`src/rtl/nibble_serial_adder.sv`:
```
// Nibble-serial WIDTH-bit adder controller around an external 4-bit adder.
// Adds one nibble per clock, LSB nibble first, with a start/busy/done handshake.
module nibble_serial_adder #(
    parameter int unsigned WIDTH = 16
) (
    input  logic             clk,
    input  logic             rst_n,
    input  logic             start,
    input  logic [WIDTH-1:0] op_a,
    input  logic [WIDTH-1:0] op_b,
    input  logic             carry_in,
    output logic [3:0]       add_a,
    output logic [3:0]       add_b,
    output logic             add_cin,
    input  logic [3:0]       add_sum,
    input  logic             add_cout,
    output logic             busy,
    output logic             done,
    output logic [WIDTH-1:0] result,
    output logic             carry_out
);

    localparam int unsigned NIB = WIDTH / 4;
    localparam int unsigned CW  = (NIB > 1) ? $clog2(NIB) : 1;

    typedef enum logic [1:0] {
        IDLE = 2'd0,
        RUN  = 2'd1,
        DONE = 2'd2
    } state_t;

    state_t           state_q;
    state_t           state_d;
    logic [WIDTH-1:0] sa;
    logic [WIDTH-1:0] sb;
    logic [WIDTH-1:0] acc;
    logic [WIDTH-1:0] acc_nxt;
    logic             c;
    logic [CW-1:0]    cnt;
    logic             last;

    // Partial sum after this cycle: new nibble enters at the top, older ones move down.
    always_comb begin
        last    = (cnt == CW'(NIB - 1));
        acc_nxt = (acc >> 4) | (WIDTH'(add_sum) << (WIDTH - 4));
    end

    // Next-state logic and adder drive; the adder sees zeros outside RUN.
    always_comb begin
        state_d = state_q;
        add_a   = 4'd0;
        add_b   = 4'd0;
        add_cin = 1'b0;
        case (state_q)
            IDLE: begin
                if (start) begin
                    state_d = RUN;
                end
            end
            RUN: begin
                add_a   = sa[3:0];
                add_b   = sb[3:0];
                add_cin = c;
                if (last) begin
                    state_d = DONE;
                end
            end
            DONE: begin
                state_d = IDLE;
            end
            default: begin
                state_d = IDLE;
            end
        endcase
    end

    // State register; busy/done are decoded from the next state so they come out of flops.
    always_ff @(posedge clk or negedge rst_n) begin
        if (!rst_n) begin
            state_q <= IDLE;
            busy    <= 1'b0;
            done    <= 1'b0;
        end else begin
            state_q <= state_d;
            busy    <= (state_d != IDLE);
            done    <= (state_d == DONE);
        end
    end

    // Operand capture, nibble shifting, carry chain and final result capture.
    always_ff @(posedge clk or negedge rst_n) begin
        if (!rst_n) begin
            sa        <= '0;
            sb        <= '0;
            acc       <= '0;
            c         <= 1'b0;
            cnt       <= '0;
            result    <= '0;
            carry_out <= 1'b0;
        end else begin
            case (state_q)
                IDLE: begin
                    if (start) begin
                        sa  <= op_a;
                        sb  <= op_b;
                        c   <= carry_in;
                        cnt <= '0;
                    end
                end
                RUN: begin
                    acc <= acc_nxt;
                    c   <= add_cout;
                    sa  <= sa >> 4;
                    sb  <= sb >> 4;
                    // Hold the counter on the final nibble so it never wraps.
                    if (!last) begin
                        cnt <= cnt + CW'(1);
                    end else begin
                        result    <= acc_nxt;
                        carry_out <= add_cout;
                    end
                end
                default: begin
                end
            endcase
        end
    end

endmodule

```
`config.mk`:
```
export PLATFORM = sky130hd
export DESIGN_NAME = nibble_serial_adder
export DESIGN_NICKNAME = d
export VERILOG_FILES = /design/src/rtl/nibble_serial_adder.sv
export SDC_FILE = /design/constraint.sdc
export NUM_CORES = 1
export LEC_CHECK = 0
export ABC_AREA = 1
export BUFFER_PORTS_ARGS = -buffer_cell sky130_fd_sc_hd__buf_2
export CAP_MARGIN = 40
export CORE_ASPECT_RATIO = 1.5
export CORE_MARGIN = 2
export CORE_UTILIZATION = 40
export CTS_CLUSTER_DIAMETER = 100
export DETAILED_ROUTE_END_ITERATION = 7
export GPL_TIMING_DRIVEN = 0
export PLACE_DENSITY = 0.67
export SLEW_MARGIN = 40
export SYNTH_ARGS = -nofsm -noshare
export SYNTH_HDL_FRONTEND = slang
export SYNTH_SLANG_ARGS = --single-unit
export TNS_END_PERCENT = 30
```
`constraint.sdc`:
```
create_clock -name clk -period 1 [get_ports clk]
set_input_delay 0.1 -clock clk [delete_from_list [all_inputs] [get_ports clk]]
set_output_delay 0.1 -clock clk [all_outputs]
set_load 0.02 [all_outputs]
```
# Word level (Yosys, flattened, before mapping)
# Cells that the tools add are included.
dict set report op_classes {
  mux 15
  add_sub_neg 1
  n_bitwise 1
  n_eq_ne 5
  n_reduce_logical 6
}
# op count
set op_table {}
lappend op_table {{$pmux W16 S2} 2}
lappend op_table {{$mux W16} 2}
lappend op_table {{$or A12 B16 Y16} 1}
lappend op_table {{$mux W2} 4}
lappend op_table {{$mux W4} 2}
lappend op_table {{$pmux W2 S2} 2}
lappend op_table {{$eq A2 B2 Y1 const B} 2}
lappend op_table {{$ne A2 B2 Y1 const B} 2}
lappend op_table {{$reduce_and A2 Y1} 2}
lappend op_table {{$reduce_bool A2 Y1} 2}
lappend op_table {{$reduce_and A3 Y1} 1}
lappend op_table {{$add A2 B1 Y2 const B} 1}
lappend op_table {{$eq A2 B1 Y1 const B} 1}
lappend op_table {{$logic_not A2 Y1} 1}
lappend op_table {{$mux W1} 2}
lappend op_table {{$pmux W1 S2} 1}
dict set report word_totals {
  elab_cells 38
  ff_bits 72
  inputBits 41
  out_inout_bits 28
}

# Longest topological paths before layout
dict set report depth {
  depth_word 4
  ltp_mapped 7
}

# Least setup slack after synthesis
# No wires, ideal clock.
dict set report synth_path {
  path_kind {reg2out}
  startpoint {register state_q[1]}
  endpoint {output add_a[0]}
  arrival_time_ns 1.136
  path_slack_ns -0.236
  path_stages_with_launch 6
  cell_sequence {dfrtp_1 > inv_1 > nand2_1 > buf_4 > buf_2 > nor2_1}
}
dict set report synth_via {
  elab_chain_cells 2
}
# element line
set synth_lines {}
lappend synth_lines {{from (decl)} 32} ;# state_t state_q;
lappend synth_lines {{from (signal assigned)} 84} ;# state_q <= state_d;
lappend synth_lines {{$eq A2 B1 Y1} 54} ;# case (state_q)
lappend synth_lines {{$mux W4} 54}
lappend synth_lines {{to (decl)} 12} ;# output logic [3:0] add_a,
# Every way passes these cells.

# Worst setup path after layout
dict set report layout_path {
  startpoint {register state_q[1]}
  endpoint {output add_b[1]}
}
dict set report layout_via {
  elab_chain_cells 2
}
# element line
set layout_lines {}
lappend layout_lines {{$eq A2 B1 Y1} 54}
lappend layout_lines {{$mux W4} 54}
lappend layout_lines {{to (decl)} 13} ;# output logic [3:0] add_b,
# Every way passes these cells.

==> run metrics <==
Synth Area in Adders=0.415%; Critical Path Source Type=flop; Worst setup EP type=output pin; area share of the leading cell type in the synthesized netlist=56.4%; H-tree depth=3; Final Hold Vio Count=0; largest family of logic cells by synthesized area=simple AND/OR/NAND/NOR gates; Layout area overhead=39.0%; cell taking the most area after synthesis=dfrtp_1; Worst VDD drop=1.70 mV; Data required, critical path=0.90 ns; unrepaired setup endpoints after global routing=yes; most common cell after layout, fill and taps aside=nand2_1; # setup viols final=78; later-pin clock latency in the skew report=0.35 ns; final wirelength=7620 microns; core area=7270 sq um; clock root buffer master=clkbuf_8; max cap viols=0; total I/O pin count=69; overall power=13.8 mW; Worst path max stage delay=0.40 ns; Synth area leaders=dfrtp_1 (56%), nand2_1 (23%), nand3_1 (5.8%); skew final=0.00726 ns; nets=526; PD cells=3300 nW/um^2; Synth Area in Compound Gates=4.52%; DPL Wire Length=5120 microns; fin crit period=1.46 ns; Via-to-Cell Ratio=4.68; post-synthesis sequential area ratio=56.4%; via count of the routed design=2749; CTS tree=done; Post-Synth XOR/XNOR Area=0%; Antenna diodes=0; met1 Resource Use GR=24.2%; initial core utilization=41.5%; status=complete, but fails checks; most frequent cells in the layout=nand2_1 (179), dfrtp_1 (67), buf_2 (58), nand3_1 (33), inv_1 (25); post-synthesis mux area share=0%; LEAKAGE=2.31 nW; layout cells sized above 1=29.2%; Fin Hold WS=0.0169 ns; drt wl/cell=13.0 microns; pin count of the biggest net entering global routing=42; Synth Warn #=0; global-route wire length before repair=12300 microns; Avg Inst Size Synth=7.98 sq um; CP cell instances=inv_2, nand2_4, buf_6, buf_12, nor2_4, buf_6; Critical path buffers and inverters=4; CP max FO=5; most numerous cell on the critical path=buf_6; initial DRC count=200; fin crit share=146%; Global Route met3 Usage=4.64%; DR DRC count=0; via count of the first global-routing pass=2621; drt pass-1 iters=4; initial antenna violation count=0; Arr. time, crit path=1.36 ns; gr ovfl total=0; relative slew slack=80.3%; Overall Global Routing Usage=20.3%; DIE WIDTH=74.9 microns; FMAX=684 MHz; Synth Instances=378; CP max stage cell=dfrtp_1; die area=8270 sq um; Reg clk slew, reported paths=0.06 ns; Clock Sinks=68; Simple-Gate Fraction of Synth Area=30.9%; Synth Register Bits=68; Clock Tree Buf Depth=2; crit-path leading delay family=buffers and inverters; Worst Tran Pin Value=0.294 ns; Cell Area, Synth=3020 sq um; Cell Rows=38; Top Usage Layer GRT=met2; max-slew violation count=0; worst hold path class=in -> reg; worst setup margin=-0.462 ns; # port buffers=67; critical path type=reg -> out; number of routed nets with antenna violations=0; total CTS buffers=9; GRT met2 Usage=34.1%; failing checks=negative setup slack; syn_nets=420; final core occ=57.7%; post-synthesis cell type count=16; chip height=110 microns; global placement routability congestion=0.782
[kinds of logic (layout without fill, tap and decap cells)]
| logic type | Yosys count | in the layout |
|---|---|---|
| AOI/OAI and AO/OA | 25 | 25 |
| DFF | 68 | 68 |
| adders and majority gates | 1 | 1 |
| buffers and inverters | 49 | 158 |
| and+or+nand+nor | 235 | 235 |
[final timing paths]
path | startpoint | end | slack (ns) | cells past startpoint
max in group asynchronous | rst_n | state_q[0]$_DFF_PN0_ | 0.32 | 3
max reg2reg | state_q[0]$_DFF_PN0_ | sb[9]$_DFFE_PN0P_ | -0.31 | 5
min in group asynchronous | rst_n | sb[11]$_DFFE_PN0P_ | 0.17 | 2
max | state_q[1]$_DFF_PN0_ | add_b[1] | -0.46 | 6
min | add_sum[3] | acc[15]$_DFFE_PN0N_ | 0.02 | 3
min reg2reg | sa[14]$_DFFE_PN0P_ | sa[14]$_DFFE_PN0P_ | 0.47 | 2
[per-stage QoR]
stage | TNS [ns] | setup slack, ns | area, sq um | instances
floorplan | -5.04 | -0.0967 | 3130 | 378
global placement | -48.06 | -0.511 | 3590 | 545
detailed placement | -15.31 | -0.245 | 3610 | 546
CTS | -21.80 | -0.521 | 4130 | 585
global route | -26.76 | -0.526 | 4200 | 587
finish | -20.90 | -0.462 | 4200 | 587
[sequential cells by signal, indices dropped and copies added, names as in the netlist]
name       flops
state_q        2
c              1
sb            16
done           1
busy           1
carry_out      1
acc           12
result        16
cnt            2
sa            16
[cell type report]
class | count | area, sq um
multi-input cells | 261 | 1190
clock inverters | 3 | 15.0
repair inverters | 1 | 7.51
inverters | 28 | 108
plain buffers | 20 | 205
clock buffers | 11 | 141
repair buffers | 95 | 701
flip-flops and latches | 68 | 1700
well taps | 100 | 125
fillers | 648 | 3080
[repair_timing]
item,in CTS,in global routing
buffers inserted,11,3
cloned,5,0
hold endpoints to repair,79,0
hold buffers,12,0
pin swaps,4,4
endpoints found under the setup margin,94,94
resized for setup,46,13
[synth_stat cells (all sizes together)]
master and instances:
o21ai 25, nor2 11, nand3 35, nand2 187, clkbuf 1, dfrtp 68, nand4 2, buf 20
ha 1, inv 28
[worst register-to-register path: cells and delay by family (launching register included)]
family / cells / cell delay [ns]
flip-flops: 1 / 0.42
buffers and inverters: 2 / 0.38
AO/OA/AOI/OAI: 1 / 0.26
AND/OR/NAND/NOR: 2 / 0.14
[metal layers]
metal,wire [microns],up-vias
li1,-,1379
met1,3030,1290
met2,4110,71
met3,344,9
met4,130,0
met5,0,-
[power breakdown]
| group | internal, mW | switching [mW] | leakage [nW] |
|---|---|---|---|
| Sequential | 3.98 | 0.646 | 0.858 |
| Clock | 0.926 | 0.960 | 0.0848 |
| Combinational | 3.15 | 4.17 | 1.37 |
Power figures use the tool's default switching activity.
